`config.mk`:
```
export PLATFORM = sky130hd
export DESIGN_NAME = ssd_scan_driver
export DESIGN_NICKNAME = d
export VERILOG_FILES = /design/src/rtl/ssd_pkg.sv /design/src/rtl/bin_to_bcd_seq.sv /design/src/rtl/ssd_scan_driver.sv
export SDC_FILE = /design/constraint.sdc
export NUM_CORES = 1
export LEC_CHECK = 0
export BUFFER_PORTS_ARGS = -buffer_cell sky130_fd_sc_hd__buf_4
export CORE_UTILIZATION = 31
export DETAILED_ROUTE_END_ITERATION = 16
export GPL_TIMING_DRIVEN = 0
export PLACE_DENSITY = 0.53
export SLEW_MARGIN = 30
export SYNTH_ARGS = -nofsm -noshare
export SYNTH_HDL_FRONTEND = slang
export SYNTH_HIERARCHICAL = 1
export SYNTH_SLANG_ARGS = --single-unit
```
`constraint.sdc`:
```
create_clock -name Clk -period 5.2 [get_ports Clk]
set_clock_uncertainty 0.1 [all_clocks]
set_input_delay 0.52 -clock Clk [delete_from_list [all_inputs] [get_ports Clk]]
set_output_delay 0.52 -clock Clk [all_outputs]
set_load 0.005 [all_outputs]
```
`src/rtl/ssd_pkg.sv`:
```
// ssd_pkg: seven-segment codes {a..g} (active-low) and the nibble-to-segment lookup
package ssd_pkg;
  localparam logic [6:0] SSD_SEG_0 = 7'b0000001;
  localparam logic [6:0] SSD_SEG_1 = 7'b1001111;
  localparam logic [6:0] SSD_SEG_2 = 7'b0010010;
  localparam logic [6:0] SSD_SEG_3 = 7'b0000110;
  localparam logic [6:0] SSD_SEG_4 = 7'b1001100;
  localparam logic [6:0] SSD_SEG_5 = 7'b0100100;
  localparam logic [6:0] SSD_SEG_6 = 7'b0100000;
  localparam logic [6:0] SSD_SEG_7 = 7'b0001111;
  localparam logic [6:0] SSD_SEG_8 = 7'b0000000;
  localparam logic [6:0] SSD_SEG_9 = 7'b0000100;
  localparam logic [6:0] SSD_SEG_A = 7'b0001000;
  localparam logic [6:0] SSD_SEG_B = 7'b1100000;
  localparam logic [6:0] SSD_SEG_C = 7'b0110001;
  localparam logic [6:0] SSD_SEG_D = 7'b1000010;
  localparam logic [6:0] SSD_SEG_E = 7'b0110000;
  localparam logic [6:0] SSD_SEG_F = 7'b0111000;
  localparam logic [6:0] SSD_SEG_DASH = 7'b1111110;
  localparam logic [6:0] SSD_SEG_BLANK = 7'b1111111;
  function automatic logic [6:0] hex_to_seg(input logic [3:0] nibble);
    case (nibble)
      4'h0: return SSD_SEG_0;
      4'h1: return SSD_SEG_1;
      4'h2: return SSD_SEG_2;
      4'h3: return SSD_SEG_3;
      4'h4: return SSD_SEG_4;
      4'h5: return SSD_SEG_5;
      4'h6: return SSD_SEG_6;
      4'h7: return SSD_SEG_7;
      4'h8: return SSD_SEG_8;
      4'h9: return SSD_SEG_9;
      4'hA: return SSD_SEG_A;
      4'hB: return SSD_SEG_B;
      4'hC: return SSD_SEG_C;
      4'hD: return SSD_SEG_D;
      4'hE: return SSD_SEG_E;
      default: return SSD_SEG_F;
    endcase
  endfunction
endpackage

```
`src/rtl/bin_to_bcd_seq.sv`:
```
// bin_to_bcd_seq: shift-add-3 converter, one bit per clock; Bcd holds the final result while Done pulses
module bin_to_bcd_seq #(
  parameter int VAL_W = 14,
  parameter int NUM_DIGITS = 4
) (
  input  logic                    Clk,
  input  logic                    reset,
  input  logic                    Start,
  input  logic [VAL_W-1:0]        Bin,
  output logic                    Busy,
  output logic                    Done,
  output logic [4*NUM_DIGITS-1:0] Bcd
);
  localparam int DW = 4*NUM_DIGITS;
  localparam int CW = $clog2(VAL_W+1);
  logic [DW-1:0] bcd_q, adj;
  logic [VAL_W-1:0] sh;
  logic [CW-1:0] cnt;
  always_comb begin
    adj = bcd_q;
    for (int i = 0; i < NUM_DIGITS; i++)
      adj[4*i +: 4] = bcd_q[4*i +: 4] >= 4'd5 ? bcd_q[4*i +: 4] + 4'd3 : bcd_q[4*i +: 4];
  end
  // next step's value, so the last step can be consumed in the cycle Busy falls
  assign Bcd = {adj[DW-2:0], sh[VAL_W-1]};
  assign Done = Busy && cnt == CW'(1);
  always_ff @(posedge Clk or posedge reset)
    if (reset) begin
      Busy <= 1'b0;
      cnt <= '0;
      bcd_q <= '0;
      sh <= '0;
    end else if (Busy) begin
      bcd_q <= Bcd;
      sh <= sh << 1;
      cnt <= cnt - 1'b1;
      Busy <= cnt != CW'(1);
    end else if (Start) begin
      Busy <= 1'b1;
      cnt <= CW'(VAL_W);
      bcd_q <= '0;
      sh <= Bin;
    end
endmodule

```
`src/rtl/ssd_scan_driver.sv`:
```
// ssd_scan_driver: multiplexed N-digit seven-segment driver showing a value in hex or decimal
module ssd_scan_driver
  import ssd_pkg::*;
#(
  parameter int NUM_DIGITS = 4,
  parameter int VAL_W = 14,
  parameter int SCAN_DIV_BITS = 18,
  parameter int BLANK_CYC = 16
) (
  input  logic                  Clk,
  input  logic                  reset,
  input  logic [VAL_W-1:0]      Value,
  input  logic                  Load,
  input  logic                  Mode,
  input  logic                  Lz_Blank,
  input  logic [NUM_DIGITS-1:0] Digit_En,
  input  logic [NUM_DIGITS-1:0] Dp_Mask,
  output logic                  Busy,
  output logic [NUM_DIGITS-1:0] An,
  output logic [7:0]            Cathodes
);
  localparam int DW = 4*NUM_DIGITS;
  localparam int IW = NUM_DIGITS > 1 ? $clog2(NUM_DIGITS) : 1;
  localparam longint unsigned DEC_LIM = 64'd10 ** NUM_DIGITS;
  logic [DW-1:0] disp, bcd, wr_val;
  logic [NUM_DIGITS-1:0] blank, wr_blank;
  logic ovf, pend_ovf, start, done, wr, wr_ovf, z;
  logic [SCAN_DIV_BITS-1:0] pre;
  logic [IW-1:0] idx;
  logic [VAL_W+DW-1:0] val_ext;
  assign val_ext = {{DW{1'b0}}, Value};
  assign start = Load && !Busy && Mode;
  assign wr = done || (Load && !Busy && !Mode);
  assign wr_val = done ? bcd : val_ext[DW-1:0];
  assign wr_ovf = done ? pend_ovf : |val_ext[VAL_W+DW-1:DW];
  bin_to_bcd_seq #(.VAL_W(VAL_W), .NUM_DIGITS(NUM_DIGITS)) u_conv (
    .Clk(Clk),
    .reset(reset),
    .Start(start),
    .Bin(Value),
    .Busy(Busy),
    .Done(done),
    .Bcd(bcd)
  );
  // a digit blanks only when it and every digit to its left are zero; digit 0 always shows
  always_comb begin
    z = 1'b1;
    wr_blank = '0;
    for (int k = NUM_DIGITS-1; k >= 1; k--) begin
      z = z && wr_val[4*k +: 4] == 4'd0;
      wr_blank[k] = z && Lz_Blank && !wr_ovf;
    end
  end
  always_ff @(posedge Clk or posedge reset)
    if (reset) begin
      pre <= '0;
      idx <= '0;
      disp <= '0;
      blank <= '0;
      ovf <= 1'b0;
      pend_ovf <= 1'b0;
      An <= '1;
      Cathodes <= 8'hFF;
    end else begin
      pre <= pre + 1'b1;
      if (&pre) idx <= idx == IW'(NUM_DIGITS-1) ? '0 : idx + 1'b1;
      if (start) pend_ovf <= 64'(Value) >= DEC_LIM;
      if (wr) begin
        disp <= wr_val;
        blank <= wr_blank;
        ovf <= wr_ovf;
      end
      An <= pre < SCAN_DIV_BITS'(BLANK_CYC) ? '1 : ~(Digit_En & ~blank & (NUM_DIGITS'(1) << idx));
      Cathodes <= {ovf ? SSD_SEG_DASH : hex_to_seg(disp[4*idx +: 4]), ~Dp_Mask[idx]};
    end
endmodule

```
After elaboration in Yosys (flattened, before gate mapping)
Memory sizes are Yosys's and may differ from the RTL's.
Cells that the tools add are included.
{"block": "totals", "mem_count": 1, "output_inout_bits": 13, "elab_cells": 77, "reg_bits": 88, "rom_bits": 112, "input_bits": 27}
{"name": "(no name shown)", "words": 16, "width": 7, "rd": 1, "rd_ports_with_merged_regs": 0, "write_ports": 0, "line": "ssd_pkg.sv:22", "source": "case (nibble)"}
{"block": "classes", "n_bitwise": 5, "mux": 19, "eq_ne": 3, "shift": 2, "addsub": 7, "n_lt_le_gt_ge": 7, "reduce_logical": 21}
{"op": "$mux 16", "count": 3}
{"op": "$mux 14", "count": 2}
{"op": "$mux 4", "count": 6}
{"op": "$add 18x1->18 const B", "count": 1}
{"op": "$lt 18x5->1 const B", "count": 1}
{"op": "$reduce_and 18->1", "count": 1}
{"op": "$ge 4x3->1 const B", "count": 4}
{"op": "$shiftx 16x5->4", "count": 1}
{"op": "$ge 14x14->1 const B", "count": 1}
{"op": "$add 4x2->4 const B", "count": 3}
{"op": "$logic_and 1x1->1", "count": 12}
{"op": "$logic_not 4->1", "count": 3}
{"op": "$and 4x4->4", "count": 2}
{"op": "$not 4->4", "count": 2}
{"op": "$mux 7", "count": 1}
{"op": "$eq 4x1->1 const B", "count": 1}
{"op": "$mux 1", "count": 4}
{"op": "$ne 4x1->1 const B", "count": 1}
{"op": "$shl 1x2->4 const A", "count": 1}
{"op": "$sub 4x1->4 const B", "count": 1}
{"op": "$add 3x2->3 const B", "count": 1}
{"op": "$logic_not 1->1", "count": 3}
{"op": "$lt 2x3->1 const B", "count": 1}
{"op": "$mux 3", "count": 1}
{"op": "7 further kinds", "count": 7}

Depth between registers and ports, before layout
{"block": "logic_depth", "depth_word": 8, "depth_mapped": 9, "ltp_nobuf": 9}

Modules after synthesis
The synthesis kept the hierarchy.
{"mod": "ssd_scan_driver", "area_each_um2": 2720.1, "seq_area_each_um2": 1341.3, "cells_per_inst": 246, "instances": 1}
{"mod": "bin_to_bcd_seq", "area_each_um2": 2147.1, "seq_area_each_um2": 875.8, "cells_per_inst": 232, "instances": 1}

Worst setup path before layout
Ideal clock, no wire load.
{"block": "synth_timing", "path_kind": "reg2reg", "start": "register u_conv.bcd_q[8]", "end": "register blank[1]", "setup_slack_ns": 2.994, "required_time_ns": 5.034, "stages_incl_launch_ff": 10, "synth_period_minus_slack_ns": 2.206, "path_buffers": 0, "arrival_time_ns": 2.040, "setup_ns": 0.066, "cell_sequence": "dfrtp_1 > inv_1 > ha_1 > nand2b_1 > a211oi_1 > nor2_1 > nor4_1 > a22oi_1 > nor4b_1 > a22o_1"}
{"block": "synth_via", "elab_chain_cells": 8, "word_cells_on_any_way": 10, "classes_between": "add/sub: 1; order compare: 1; mux: 2; reduce/logical: 6"}
{"element": "from (decl)", "line": "bin_to_bcd_seq.sv:16", "source": "logic [DW-1:0] bcd_q, adj;"}
{"element": "from (signal assigned)", "line": "bin_to_bcd_seq.sv:31", "source": "bcd_q <= '0;"}
{"element": "from (signal assigned)", "line": "bin_to_bcd_seq.sv:34", "source": "bcd_q <= Bcd;"}
{"element": "from (signal assigned)", "line": "bin_to_bcd_seq.sv:41", "source": "bcd_q <= '0;"}
{"element": "$add 4x2->4 / $ge 4x3->1 (equally long branches)", "line": "bin_to_bcd_seq.sv:22", "source": "adj[4*i +: 4] = bcd_q[4*i +: 4] >= 4'd5 ? bcd_q[4*i +: 4] + 4'd3 : bcd_q[4*i +: 4];"}
{"element": "$mux 4 *", "line": "bin_to_bcd_seq.sv:22"}
{"element": "named net bcd[10]", "line": "ssd_scan_driver.sv:25", "source": "logic [DW-1:0] disp, bcd, wr_val;"}
{"element": "$mux 16 *", "line": "ssd_scan_driver.sv:34", "source": "assign wr_val = done ? bcd : val_ext[DW-1:0];"}
{"element": "$logic_not 4->1 *", "line": "ssd_scan_driver.sv:50", "source": "z = z && wr_val[4*k +: 4] == 4'd0;"}
{"element": "$logic_and 1x1->1 * (2 in a row)", "line": "ssd_scan_driver.sv:50"}
{"element": "$logic_and 1x1->1 * (2 in a row)", "line": "ssd_scan_driver.sv:51", "source": "wr_blank[k] = z && Lz_Blank && !wr_ovf;"}
{"element": "to (signal assigned)", "line": "ssd_scan_driver.sv:70", "source": "blank <= wr_blank;"}
{"element": "to (decl)", "line": "ssd_scan_driver.sv:26", "source": "logic [NUM_DIGITS-1:0] blank, wr_blank;"}
The timed path passes the listed nets; every way through them passes the cells marked *.
A chain may end at the register's enable or synchronous reset.

Final worst setup path
Same ends and word-level chain as after synthesis.

==> impl_results.md <==
- Post-DR vias/cell: 4.972
- Cts repair resizes: 0
- Setup TNS: 0 ps
- Syn_nets: 527
- Fin nets: 580
- Arrival @ worst endpoint: 2990 ps
- Htree depth: 3
- Area contributors post-synth: dfrtp_1, mux2i_1, dfstp_2
- Initial antenna violation count: 0
- Cell area after synthesis: 4867 sq um
- Fill cell count: 1517
- Worst-path cell chain: inv_1 > ha_1 > nand2b_1 > a211oi_1 > nor2_1 > nor4_1 > a22oi_1 > nor4b_1 > a22o_1
- Pleak: 2.559 nW
- Distinct cells, synth: 57
- Slew Viols, Final: 0
- Min-Delay Path Class: in -> reg
- Yosys top cell by area: dfrtp_1
- Detailed Route WL: 11.41 mm
- CP delay by family, top: simple AND/OR/NAND/NOR gates
- Final Setup Violations: 0
- CTS tree: built
- Synthesis-stage register bit count: 88
- Fmax: 0.3572 GHz
- Commonest cells after routing, fill and taps aside: dfrtp_1, nand2_1, buf_4
- Die width: 127.3 microns
- Crit Path Class: reg -> reg
- Final GP Congestion: 0.8571
- CTS Sinks: 88
- Worst Path Max Fanout: 5
- Worst Setup End Kind: flop
- Largest stage delay, worst path: 560 ps
- GRT Total Usage: 15.36%
- Ant. Diodes: 0
- Syn. warnings: 6
- CP required: 5390 ps
- Yosys top cell area share: 39.07%
- Initial DRC count: 221
- # IOs: 40
- Tmin final: 2800 ps
- CTS Root Cell: clkbuf_16
- Drt first pass iters: 4
- Rel. slew slack: 57.31%
- DR vias: 3714
- Clock Latency Late Sink: 350 ps
- Clock transition at path regs: 70 ps
- VDD IR max: 0.2056 mV
- Startpoint types: flop
- CTS Buf Count: 9
- Largest net degree at the start of global routing: 53
- Drt wl/cell: 15.27 microns
- Status: completed
- FP Rows: 45
- Synth Area per Inst: 10.18 sq um
- Final Cycle Share: 53.84%
- Reg2Reg Setup Slack: 2400 ps
- Synth Flop Type: dfrtp_1
- Vias in the first global route: 3796
- ANT nets after route: 0
- Clock Tree Buf Depth: 2
- Most common cell after layout, fill and taps aside: dfrtp_1
- Max-Cap Viols: 0
- WHS: 210.5 ps
- Power per cell area: 504.6 nW/um^2
- Final hold vios: 0
- Syn Inst Count: 478
- DRC viols: 0
- Layout cell share with drive strength beyond 1: 20.15%
- HPWL after DPL: 8.518 mm
- First-pass GRT wire length: 19.27 mm
- CP max-delay cell: nor4b_1
- Overflow after GRT: 0
- Die span in y: 127.3 microns
- Die Area: 16210 sq um
- WP buf/inv: 1
- Async SR Flop Fraction: 100.0%
- Actual slew at the worst max-slew pin: 631.5 ps
- Port Buffer Count: 39
- Starting density of the core: 31.90%
- Area growth from synthesis to layout: 18.71%
- EDFF count, synth: 0
- Core area: 15260 sq um
- Sequential area share after synthesis: 45.55%
- RSZ-0062 raised after global routing: false
==> repair_timing <==
action / 4_1_cts / 5_1_grt
setup buffers: 0 / 0
endpoints found under the hold margin: 1 / 0
hold buffers: 1 / 0
==> cell usage after synthesis, types with 3 or more instances <==
master    number
a2111o_1       5
a211o_1        3
a211oi_1       3
a21o_1         8
a21oi_1        7
a22o_1         4
a311o_1        3
a32oi_1        3
and3_1         5
buf_2         14
buf_4          4
buf_6          4
clkbuf_1       7
dfrtp_1       76
dfstp_2       12
ha_1          22
inv_1         23
mux2_2         6
mux2i_1       34
mux4_1         3
nand2_1       53
nand2b_1       9
nand3_1       16
nand4_1        6
nand4b_1       3
nor2_1        23
nor2b_1        7
nor3_1        14
nor4_1        11
o21ai_0       37
o31ai_1        4
xnor2_1       14
xor2_1         6
==> where the power goes <==
group	switching (W)	internal [W]	total (W)
Sequential	0.000141	0.000904	0.00105
Combinational	0.000697	0.000542	0.00124
Clock	0.000298	0.000333	0.000631
==> stage by stage <==
stage / worst slack, ps / cell area, sq um / instances / util (%) / total power [W]
final: 2400 / 5778 / 747 / 37.87 / 0.002915
after global routing: 2211 / 5778 / 747 / 37.87 / 0.003148
after CTS: 2440 / 5778 / 747 / 37.87 / 0.002944
after detailed placement: 2468 / 5482 / 730 / 35.92 / 0.002291
after global placement: 2505 / 5424 / 728 / 35.55 / 0.002253
after floorplan: 2994 / 4867 / 478 / - / 0.001947
==> cell families after synthesis <==
group / count (synthesis) / synth area share, %
and+or+nand+nor: 157 / 16.12
AOI/OAI and AO/OA: 90 / 12.49
DFF: 88 / 45.55
buffers and inverters: 56 / 5.656
muxes: 45 / 10.93
adders and majority gates: 22 / 5.655
xor gates and xnor gates: 20 / 3.599
==> registers in the layout (all words and copies together) (netlist names), 2 cells and up <==
name          count
An                4
Cathodes          8
blank             3
disp             16
idx               2
pre              18
u_conv/bcd_q     16
u_conv/cnt        4
u_conv/sh        14
==> routing by layer <==
layer / up-vias / part of all wire (%) / wire length, microns / GRT usage [%]
met5: - / 0 / 0 / 0
met4: 0 / 1.4 / 157 / 5.252
met3: 14 / 3.8 / 428 / 3.811
met2: 71 / 48 / 5482 / 25.27
met1: 1812 / 47 / 5342 / 19.67
li1: 1817 / - / - / -
==> path summary, 6_finish.rpt <==
check                                                  from                           to  cells past startpoint
worst min-delay path                            Digit_En[0]              An[0]$_DFF_PP1_                      2
worst min register to register             pre[0]$_DFF_PP0_             pre[0]$_DFF_PP0_                      1
min in group asynchronous                             reset             pre[0]$_DFF_PP0_                      3
worst max register to register  u_conv/bcd_q[8]$_DFFE_PP0P_         blank[1]$_DFFE_PP0P_                      9
max in group asynchronous                             reset  u_conv/bcd_q[4]$_DFFE_PP0P_                      4
worst max-delay path            u_conv/bcd_q[8]$_DFFE_PP0P_         blank[1]$_DFFE_PP0P_                      9
==> worst reg2reg max path, stage by stage, from the launching register on <==
cell,delay (ps)
dfrtp_1,450
inv_1,160
ha_1,240
nand2b_1,130
a211oi_1,320
nor2_1,110
nor4_1,310
a22oi_1,140
nor4b_1,560
a22o_1,210
==> area by class of cell <==
type	count	area, sq um	area share [%]
multi-input combinational	334	2375	41.10
sequential	88	2217	38.37
timing repair buffer	42	357.8	6.193
tap	211	264.0	4.569
clock buffer	9	225.2	3.898
buffer	30	175.2	3.032
inverter	26	102.6	1.776
clock inverter	7	61.31	1.061
Power figures use the tool's default switching activity.
